File: src/rtl/logic_op_arbiter.sv
// Round-robin share of one AND/OR/XOR/NAND unit between two requesters; result registered, 1-cycle latency.
// Backpressure: rsp_ready low while a result is held stalls both requesters; a slot freed by consumption is refilled the same cycle.
module logic_op_arbiter #(
  parameter int WIDTH = 16,
  parameter int CNT_W = 8
) (
  input  logic             clk,
  input  logic             reset,
  input  logic             req0_valid,
  output logic             req0_ready,
  input  logic [1:0]       req0_op,
  input  logic [WIDTH-1:0] req0_a,
  input  logic [WIDTH-1:0] req0_b,
  input  logic             req1_valid,
  output logic             req1_ready,
  input  logic [1:0]       req1_op,
  input  logic [WIDTH-1:0] req1_a,
  input  logic [WIDTH-1:0] req1_b,
  output logic             rsp_valid,
  input  logic             rsp_ready,
  output logic             rsp_id,
  output logic [WIDTH-1:0] rsp_data,
  output logic [CNT_W-1:0] done_cnt0,
  output logic [CNT_W-1:0] done_cnt1
);

  typedef enum logic {EMPTY = 1'b0, FULL = 1'b1} state_t;

  state_t           r_state;
  logic             r_last_grant;
  logic             r_rsp_id;
  logic [WIDTH-1:0] r_rsp_data;
  logic [CNT_W-1:0] r_cnt0;
  logic [CNT_W-1:0] r_cnt1;

  logic             w_slot_free;
  logic             w_gnt_vld;
  logic             w_gnt_id;
  logic             w_accept;
  logic             w_deliver;
  logic [1:0]       w_sel_op;
  logic [WIDTH-1:0] w_sel_a;
  logic [WIDTH-1:0] w_sel_b;
  logic [WIDTH-1:0] w_result;

  assign w_slot_free = (r_state == EMPTY) || rsp_ready;
  assign w_deliver   = (r_state == FULL) && rsp_ready;

  // On a tie the requester that did not win last time is granted.
  always_comb begin
    w_gnt_vld = 1'b1;
    w_gnt_id  = 1'b0;
    if (req0_valid && req1_valid) w_gnt_id = ~r_last_grant;
    else if (req1_valid)          w_gnt_id = 1'b1;
    else if (!req0_valid)         w_gnt_vld = 1'b0;
  end

  assign req0_ready = w_slot_free && w_gnt_vld && !w_gnt_id && req0_valid;
  assign req1_ready = w_slot_free && w_gnt_vld &&  w_gnt_id && req1_valid;
  assign w_accept   = req0_ready || req1_ready;

  assign w_sel_op = w_gnt_id ? req1_op : req0_op;
  assign w_sel_a  = w_gnt_id ? req1_a  : req0_a;
  assign w_sel_b  = w_gnt_id ? req1_b  : req0_b;

  always_comb begin
    w_result = '0;
    case (w_sel_op)
      2'b00:   w_result = w_sel_a & w_sel_b;
      2'b01:   w_result = w_sel_a | w_sel_b;
      2'b10:   w_result = w_sel_a ^ w_sel_b;
      default: w_result = ~(w_sel_a & w_sel_b);
    endcase
  end

  always_ff @(posedge clk) begin
    if (reset) begin
      r_state      <= EMPTY;
      r_last_grant <= 1'b1;
      r_rsp_id     <= 1'b0;
      r_rsp_data   <= '0;
      r_cnt0       <= '0;
      r_cnt1       <= '0;
    end else begin
      if (w_accept) begin
        r_state      <= FULL;
        r_rsp_data   <= w_result;
        r_rsp_id     <= w_gnt_id;
        r_last_grant <= w_gnt_id;
      end else if (w_deliver) begin
        r_state <= EMPTY;
      end
      // Counting uses the id of the result leaving, independent of any new accept.
      if (w_deliver && !r_rsp_id && (r_cnt0 != {CNT_W{1'b1}})) r_cnt0 <= r_cnt0 + 1'b1;
      if (w_deliver &&  r_rsp_id && (r_cnt1 != {CNT_W{1'b1}})) r_cnt1 <= r_cnt1 + 1'b1;
    end
  end

  assign rsp_valid = (r_state == FULL);
  assign rsp_id    = r_rsp_id;
  assign rsp_data  = r_rsp_data;
  assign done_cnt0 = r_cnt0;
  assign done_cnt1 = r_cnt1;

endmodule

File: config.mk
export PLATFORM = sky130hd
export DESIGN_NAME = logic_op_arbiter
export DESIGN_NICKNAME = d
export VERILOG_FILES = /design/src/rtl/logic_op_arbiter.sv
export SDC_FILE = /design/constraint.sdc
export NUM_CORES = 1
export LEC_CHECK = 0
export ABC_CLOCK_PERIOD_IN_PS = 3100
export BUFFER_PORTS_ARGS = -buffer_cell sky130_fd_sc_hd__buf_4
export CAP_MARGIN = 20
export CORE_MARGIN = 2
export CORE_UTILIZATION = 45
export CTS_BUF_LIST = sky130_fd_sc_hd__clkbuf_4 sky130_fd_sc_hd__clkbuf_8
export CTS_CLUSTER_SIZE = 8
export DETAILED_ROUTE_END_ITERATION = 8
export GPL_ROUTABILITY_DRIVEN = 1
export PLACE_DENSITY = 0.72
export SYNTH_ARGS = -nofsm -noshare
export SYNTH_HDL_FRONTEND = slang
export SYNTH_SLANG_ARGS = --single-unit
File: constraint.sdc
create_clock -name clk -period 3.1 [get_ports clk]
set_input_delay 0.155 -clock clk [delete_from_list [all_inputs] [get_ports clk]]
set_output_delay 0.155 -clock clk [all_outputs]
set_load 0.02 [all_outputs]
# Word level (Yosys, flattened, before mapping)
# Index checks and enable logic that the tools add are counted.
[classes] addsub=2 n_eq_ne=4 n_mux=11 n_bitwise=6 reduce_logical=17
[ops] cell="16-bit case mux with 3 select lines" count=1
[ops] cell="16-bit 2-to-1 mux" count=2
[ops] cell="8-bit by 1-bit adder with 8-bit output, second input constant" count=2
[ops] cell="16-bit AND" count=1
[ops] cell="8-bit != test, second input constant" count=2
[ops] cell="16-bit NOT" count=1
[ops] cell="16-bit bitwise OR" count=1
[ops] cell="16-bit XOR" count=1
[ops] cell="1-bit logical AND" count=11
[ops] cell="1-bit 2-to-1 mux" count=7
[ops] cell="2-bit by 1-bit equality test with 1-bit output, second input constant" count=1
[ops] cell="2-bit equality test, second input constant" count=1
[ops] cell="1-bit zero test" count=2
[ops] cell="2-bit zero test" count=1
[ops] cell="1-bit logical OR" count=2
[ops] cell="2-bit 2-to-1 mux" count=1
[ops] cell="1-bit NOT" count=2
[ops] cell="2-bit nonzero test" count=1
[word_totals] ff_bits=35 inputBits=73 output_inout_bits=36 wordCells=46

# Longest topological paths before layout
# Gate-level depths: netlist of the first run.
[logic_depth] depth_word=8 mapped_depth=10 ltp_nobuf=8

# Worst setup path before layout of the first run
# No wires, ideal clock.
[synth_path] kind="reg-to-reg" start="register r_last_grant" end="register r_rsp_data[3] (netlist: rsp_data[3])" setup_time_ns=0.074 arrival_time_ns=2.064 required_time_ns=3.026 setup_slack_ns=0.962 path_stages_with_launch=11 n_path_buf=2 period_less_slack_ns=2.138 cell_sequence="dfxtp_1 > a21boi_2 > buf_2 > clkbuf_1 > nand2_1 > and2_1 > inv_1 > ha_1 > mux4_2 > o21a_1 > a31oi_1"
[synth_between] elab_chain_len=6 word_cells_on_any_way=19 cone_classes="eq/ne (2); mux (5); bitwise (5); reduce/logical (7)"
[synth_lines] item="start: declaration" line_no="30" source="logic r_last_grant;"
[synth_lines] item="start signal: assignment" line_no="89" source="r_last_grant <= w_gnt_id;"
[synth_lines] item="1-bit NOT (*)" line_no="53" source="if (req0_valid && req1_valid) w_gnt_id = ~r_last_grant;"
[synth_lines] item="1-bit 2-to-1 mux (*)" line_no="53"
[synth_lines] item="16-bit 2-to-1 mux (tied with other cells)" line_no="63" source="assign w_sel_a = w_gnt_id ? req1_a : req0_a;"
[synth_lines] item="16-bit AND / 1-bit logical AND (equally long branches)" line_no="69, 72, 58"
[synth_lines] item="16-bit NOT / 1-bit logical AND (equally long branches)" line_no="72, 58"
[synth_lines] item="16-bit case mux with 3 select lines / 1-bit logical OR (equally long branches)" line_no="68, 60"
[synth_lines] item="end signal: assignment" line_no="87" source="r_rsp_data <= w_result;"
[synth_lines] item="end: declaration" line_no="32" source="logic [WIDTH-1:0] r_rsp_data;"
# Mark *: on every way between the ends. The rest lies on a longest branch, timed or not.
# A chain may end at the register's enable or synchronous reset.

# Worst setup path in the final report of the first run
[layout_path] start="register r_last_grant" end="register r_rsp_data[2] (netlist: rsp_data[2])"
# The elaborated chain is that of the path after synthesis.

==> results of run 1 <==
## power breakdown
part,switching [uW],internal (uW)
combinational,291,281
sequential,23.7,481
clock,174,260
total,489,1020
## layout by cell type (no fill, tap or decap), types with 13 or more instances in the layout
| cell | synthesis | final |
|---|---|---|
| a211o_1 | 16 | 16 |
| a21oi_1 | 24 | 24 |
| a31oi_1 | 15 | 15 |
| and2_1 | 16 | 16 |
| buf_4 | 1 | 114 |
| dfxtp_1 | 35 | 35 |
| ha_1 | 34 | 34 |
| inv_1 | 54 | 54 |
| mux4_2 | 17 | 17 |
| nand2_1 | 83 | 83 |
| nor2_1 | 13 | 13 |
| o211ai_1 | 15 | 15 |
| o21bai_1 | 15 | 15 |
## cell type report
class                   instances  area, sq um  area share [%]
inverters                      54          203            4.70
repair buffers                116          896            20.8
flip-flops and latches         35          701            16.2
clock buffers                   6         82.6            1.91
multi-input cells             301         2270            52.7
clock inverters                 2         35.0           0.812
well taps                      99          124            2.87
## per-stage QoR
step                      hold slack [ns]  utilization (%)  cells
after floorplan                     0.333                -    416
after global placement              0.468             58.5    605
after detailed placement            0.473             58.5    605
after CTS                           0.180             60.1    613
after global routing                0.233             60.1    613
final                               0.191             60.1    613
## logic make-up (layout without fill, tap and decap cells)
kind of cell | count (synthesis) | count (layout) | synth area share [%]
AND/OR/NAND/NOR | 136 | 136 | 18.8
AO/OA/AOI/OAI | 104 | 104 | 22.4
buffers and inverters | 80 | 178 | 10.0
flip-flops | 35 | 35 | 21.3
adder cells (fa/ha/maj) | 34 | 34 | 12.9
multiplexers | 22 | 22 | 13.2
XOR/XNOR | 5 | 5 | 1.33
## worst min path at each step
| stage | endpoint | slack [ns] |
|---|---|---|
| 6_report | rsp_valid$_SDFFE_PP0P_ | 0.19 |
| 5_1_grt | rsp_valid$_SDFFE_PP0P_ | 0.23 |
| 4_1_cts | rsp_valid$_SDFFE_PP0P_ | 0.18 |
| 3_5_place_dp | rsp_valid$_SDFFE_PP0P_ | 0.47 |
| 3_3_place_gp | rsp_valid$_SDFFE_PP0P_ | 0.47 |
| 2_1_floorplan | rsp_valid$_SDFFE_PP0P_ | 0.33 |
## sequential cells by signal (all words and copies together), names as in the netlist
register	flops
rsp_valid	1
rsp_id	1
done_cnt0	8
done_cnt1	8
rsp_data	16
r_last_grant	1
## worst max-delay path: cells and delay by family (launching register included)
| kind | cells | cell delay, ns |
|---|---|---|
| AO/OA/AOI/OAI | 3 | 0.68 |
| multiplexers | 1 | 0.31 |
| buffers and inverters | 2 | 0.28 |
| flip-flops | 1 | 0.39 |
| adder cells (fa/ha/maj) | 1 | 0.17 |
| AND/OR/NAND/NOR | 2 | 0.22 |
## layer usage
layer | global-route usage (%) | routed length [um]
met4 | 5.02 | 59
met2 | 38.0 | 4230
met5 | 0 | 0
met1 | 28.8 | 3670
met3 | 3.79 | 473
==> impl_results.md, run 1 <==
* Status: finished clean
* Vias/cell at 5.33
* Cell taking the most area after synthesis: dfxtp_1
* Ant. Diodes at 0
* Global Route Usage Sum at 22.0%
* Final hold viol count at 0
* Design area at 0.00431 sq mm
* Dominant cells by area after synthesis: dfxtp_1 21%, ha_1 13%, mux4_2 12%
* DRT iter0 DRCs at 141
* Vias at 3266
* Sequential area share after synthesis at 21.3%
* Vias in the first global route at 3125
* Hold_sp: req1_valid
* Setup WS pre-CTS at 0.900 ns
* Largest net degree at the start of global routing at 37
* Min cycle time layout at 2.21 ns
* Post-synth top cells: 83 x nand2_1, 54 x inv_1, 35 x dfxtp_1
* Num CTS Buffers at 5
* CTS Hold Bufs at 0
* Hpwl dp at 6210 um
* Port bufs at 108
* Clock-pin slew on the worst setup and hold paths at 0.08 ns
* CTS tree: done
* Post-route setup TNS at 0 ns
* CP Class: reg -> reg
* Yosys reg bits at 35
* Top FF cell, synth: dfxtp_1
* Netlist Area Pre-Place at 0.00329 sq mm
* Synth top area share at 21.3%
* Top-Level Pins at 109
* CTS root buf: clkbuf_8
* Share of layout cells above drive strength 1 at 28.6%
* Fin worst setup slack at 0.892 ns
* Maximum buffer depth of the clock tree at 2
* Syn Area/Cell at 7.91 sq um
* Final nets at 620
* Ys Warns at 0
* Die ar. at 0.00801 sq mm
* Synth Instances at 416
* DRC violations left at 0
* # setup viols final at 0
* Max-cap check violation count at 0
* Post-CTS setup buffers at 0
* Setup slack, reg-to-reg at 0.89 ns
* Startpoint types: register
* Critical path arrival at 2.36 ns
* Number of synthesized flops with an enable pin at 0
* # clock sinks at 35
* Critical-path top delay cell: dfxtp_1
* CP peak stage delay at 0.39 ns
* Max-slew violations at 0
* Least-Margin Pin Slew at 0.564 ns
* GP Congestion at 0.841
* Layout area overhead at 31.2%
* Global-route wire length before repair at 14000 um
* Critical Path Sink: rsp_data[2]$_SDFFE_PP0P_
* Cell with the most instances after synthesis: nand2_1
* End of the worst register-to-register path: rsp_data[2]$_SDFFE_PP0P_
* # fillers at 648
* Ys async rst share at 0%
* Antenna violations before repair at 0
* Pwr dens at 350 mW/mm^2
* Slew HR at 61.4%
* Crit share post-route at 71.2%
* Total grt overflow at 0
* Worst Setup End Kind: register
* Die Ht at 89.5 um
* Tot Pwr at 1510 uW
* Die X at 89.5 um
* Setup Skew at 0.00180 ns
* FMAX at 453 MHz
* Post-DP Area at 0.00420 sq mm
* Initial Utilization at 45.8%
* Post-cts sizing count at 0
* Cells on worst reg2reg path at 9
* Lkg Pwr at 0.00210 uW
* Row cnt at 31
* Worst VDD drop at 0.198 mV
* H-tree levels at 2
* Routed wire length at 8430 um
* Count of cell types in the netlist at 43
* Drt first pass iters at 4
* Data required time of the worst path at 3.26 ns
* Hold Crit Class: in -> reg
* CP max FO at 29
* Critical Path Start: r_last_grant$_SDFFE_PP1P_
* Worst skew pair latency at 0.28 ns
* RSZ-0062 raised after global routing: false
* Critical-path cell list: a21bo_1 > buf_12 > nand2_1 > and2_1 > inv_1 > ha_1 > mux4_2 > a211oi_1 > a2111oi_0
* Core area at 0.00718 sq mm
* R2r startpoint: r_last_grant$_SDFFE_PP1P_
* Cells on Worst Hold Path at 3
* Routed Antenna Nets at 0
* Syn Nets at 523
* Average wire per standard cell at 13.7 um
Note: power is estimated with default switching activity, not from simulation.
==> inputs of run 2 (changes only) <==
--- a/config.mk
+++ b/config.mk
@@ -5,7 +5,7 @@
 export SDC_FILE = /design/constraint.sdc
 export NUM_CORES = 1
 export LEC_CHECK = 0
-export ABC_CLOCK_PERIOD_IN_PS = 3100
+export ABC_CLOCK_PERIOD_IN_PS = 2250
 export BUFFER_PORTS_ARGS = -buffer_cell sky130_fd_sc_hd__buf_4
 export CAP_MARGIN = 20
 export CORE_MARGIN = 2
==> constraint.sdc (replaced) <==
create_clock -name clk -period 2.25 [get_ports clk]
set_input_delay 0.1125 -clock clk [delete_from_list [all_inputs] [get_ports clk]]
set_output_delay 0.1125 -clock clk [all_outputs]
set_load 0.02 [all_outputs]
==> run 2 against run 1 <==
Clock power increased by 9.7%. Worst hold slack got worse by 0.044 ns. First-iteration DRC count decreased by 23%. Fmax increased by 9.6%. Routed wire length decreased by 0.49%. Via count increased by 1.1%. Largest power group unchanged. Core utilization decreased by 0.21 points. Sequential power increased by 38%. Clock skew increased by 0.0031 ns. Highest routed layer unchanged.
==> impl_results.md, run 2 (synthesized netlist as in run 1, its figures left out) <==
* Hold_sp: req1_valid (unchanged)
* Data required time of the worst path at 2.38 ns (was 3.26 ns)
* Status: finished clean (unchanged)
* Vias in the first global route at 3224 (was 3125)
* Max-slew violations at 0 (unchanged)
* Routed Antenna Nets at 0 (unchanged)
* Maximum buffer depth of the clock tree at 2 (unchanged)
* Min cycle time layout at 2.01 ns (was 2.21 ns)
* Post-cts sizing count at 0 (unchanged)
* Least-Margin Pin Slew at 0.611 ns (was 0.564 ns)
* # clock sinks at 35 (unchanged)
* Crit share post-route at 89.5% (was 71.2%)
* Max-cap check violation count at 0 (unchanged)
* Layout area overhead at 30.7% (was 31.2%)
* Commonest non-fill, non-tap cell in the layout: buf_4 (unchanged)
* # fillers at 661 (was 648)
* GP Congestion at 0.783 (was 0.841)
* Hold Crit Class: in -> reg (unchanged)
* Worst VDD drop at 0.206 mV (was 0.198 mV)
* Die ar. at 0.00801 sq mm (unchanged)
* Final hold viol count at 0 (unchanged)
* Hpwl dp at 6200 um (was 6210 um)
* H-tree levels at 2 (unchanged)
* Vias/cell at 5.38 (was 5.33)
* Antenna violations before repair at 0 (unchanged)
* Clock-pin slew on the worst setup and hold paths at 0.07 ns (was 0.08 ns)
* Ant. Diodes at 0 (unchanged)
* Core area at 0.00718 sq mm (unchanged)
* Final nets at 622 (was 620)
* Setup WS pre-CTS at 0.219 ns (was 0.900 ns)
* CP max FO at 27 (was 29)
* Commonest non-fill, non-tap cells in the layout: 116 x buf_4, 83 x nand2_1, 54 x inv_1, 35 x dfxtp_1, 34 x ha_1 (was 114 x buf_4, 83 x nand2_1, 54 x inv_1, 35 x dfxtp_1, 34 x ha_1)
* Average wire per standard cell at 13.7 um (about the same)
* Hold slack final at 0.147 ns (was 0.191 ns)
* FMAX at 497 MHz (was 453 MHz)
* Vias at 3303 (was 3266)
* Initial Utilization at 45.8% (unchanged)
* DRC violations left at 0 (unchanged)
* Drt first pass iters at 4 (unchanged)
* Largest net degree at the start of global routing at 40 (was 37)
* Total grt overflow at 0 (unchanged)
* Die Ht at 89.5 um (unchanged)
* CTS root buf: clkbuf_8 (unchanged)
* Worst Setup End Kind: register (unchanged)
* Port bufs at 108 (unchanged)
* Critical path arrival at 2.15 ns (was 2.36 ns)
* # setup viols final at 0 (unchanged)
* CP Class: reg -> reg (unchanged)
* Die X at 89.5 um (unchanged)
* Lkg Pwr at 0.00209 uW (was 0.00210 uW)
* Setup Skew at 0.00491 ns (was 0.00180 ns)
* Critical Path Start: r_last_grant$_SDFFE_PP1P_ (unchanged)
* CTS Hold Bufs at 0 (unchanged)
* Post-CTS setup buffers at 0 (unchanged)
* DRT iter0 DRCs at 109 (was 141)
* Global-route wire length before repair at 14100 um (was 14000 um)
* Fin worst setup slack at 0.236 ns (was 0.892 ns)
* RSZ-0062 raised after global routing: false (unchanged)
* Routed wire length at 8390 um (was 8430 um)
* Slew HR at 59.1% (was 61.4%)
* Global Route Usage Sum at 22.0% (about the same)
* Startpoint types: register (unchanged)
* Largest register FFs at 16 (unchanged)
* Share of layout cells above drive strength 1 at 28.7% (was 28.6%)
* Post-route setup TNS at 0 ns (unchanged)
* CTS tree: done (unchanged)
* Top-Level Pins at 109 (unchanged)
* R2r startpoint: r_last_grant$_SDFFE_PP1P_ (unchanged)
* Worst skew pair latency at 0.29 ns (was 0.28 ns)
* Num CTS Buffers at 5 (unchanged)
* Pwr dens at 456 mW/mm^2 (was 350 mW/mm^2)
* Row cnt at 31 (unchanged)
run 2: cell count changes in the layout (fill, tap and decap cells not counted), sizes merged:
cell / before / now
bufinv: 1 / 0
buf: 116 / 118
run 2: metal layers:
| layer | GRT usage, % | up-vias | wire (um) |
|---|---|---|---|
| met4 | 6.92 | 0 | 124 |
| met3 | 4.71 | 13 | 510 |
| li1 | - | 1651 | - |
| met1 | 26.5 | 1541 | 3600 |
| met5 | 0 | - | 0 |
| met2 | 38.9 | 98 | 4160 |
run 2: worst paths after layout:
kind,end,slack (ns),cells past startpoint
max,rsp_data[2]$_SDFFE_PP0P_,0.24,9
min,rsp_valid$_SDFFE_PP0P_,0.15,3
max reg2reg,rsp_data[2]$_SDFFE_PP0P_,0.24,9
min reg2reg,done_cnt1[6]$_SDFFE_PP0P_,0.52,2
run 2: final cells by class:
cell class	instances	area (sq um)	share of cell area, %
Clock inverter	1	5.00	0.116
Tap cell	99	124	2.88
Clock buffer	6	82.6	1.92
Inverter	54	203	4.71
Multi-Input combinational cell	301	2270	52.9
Timing Repair Buffer	118	911	21.2
Sequential cell	35	701	16.3
run 2: critical path, cell delays in order, from the launching register on:
cell and delay [ns]:
dfxtp_1 0.40, a21bo_1 0.19, buf_12 0.18, nand2_1 0.06, and2_1 0.16, inv_1 0.05
ha_1 0.16, mux4_2 0.31, a211oi_1 0.24, a2111oi_0 0.09
run 2: through the flow:
| stage | util, % | cell area [sq um] | power, uW | std cells |
|---|---|---|---|---|
| finish | 59.9 | 4300 | 1960 | 614 |
| global route | 59.9 | 4300 | 2090 | 614 |
| CTS | 59.9 | 4300 | 1980 | 614 |
| detailed placement | 58.7 | 4210 | 1500 | 607 |
| global placement | 58.7 | 4210 | 1480 | 607 |
| floorplan | - | 3290 | 1210 | 416 |
run 2: where the power goes:
part / total (uW) / switching, uW / leakage (uW) / internal (uW)
Combinational: 790 / 401 / 0.00176 / 390
Sequential: 695 / 31.0 / 0.000287 / 664
Clock: 476 / 235 / 0.0000470 / 240
Total: 1960 / 667 / 0.00209 / 1290
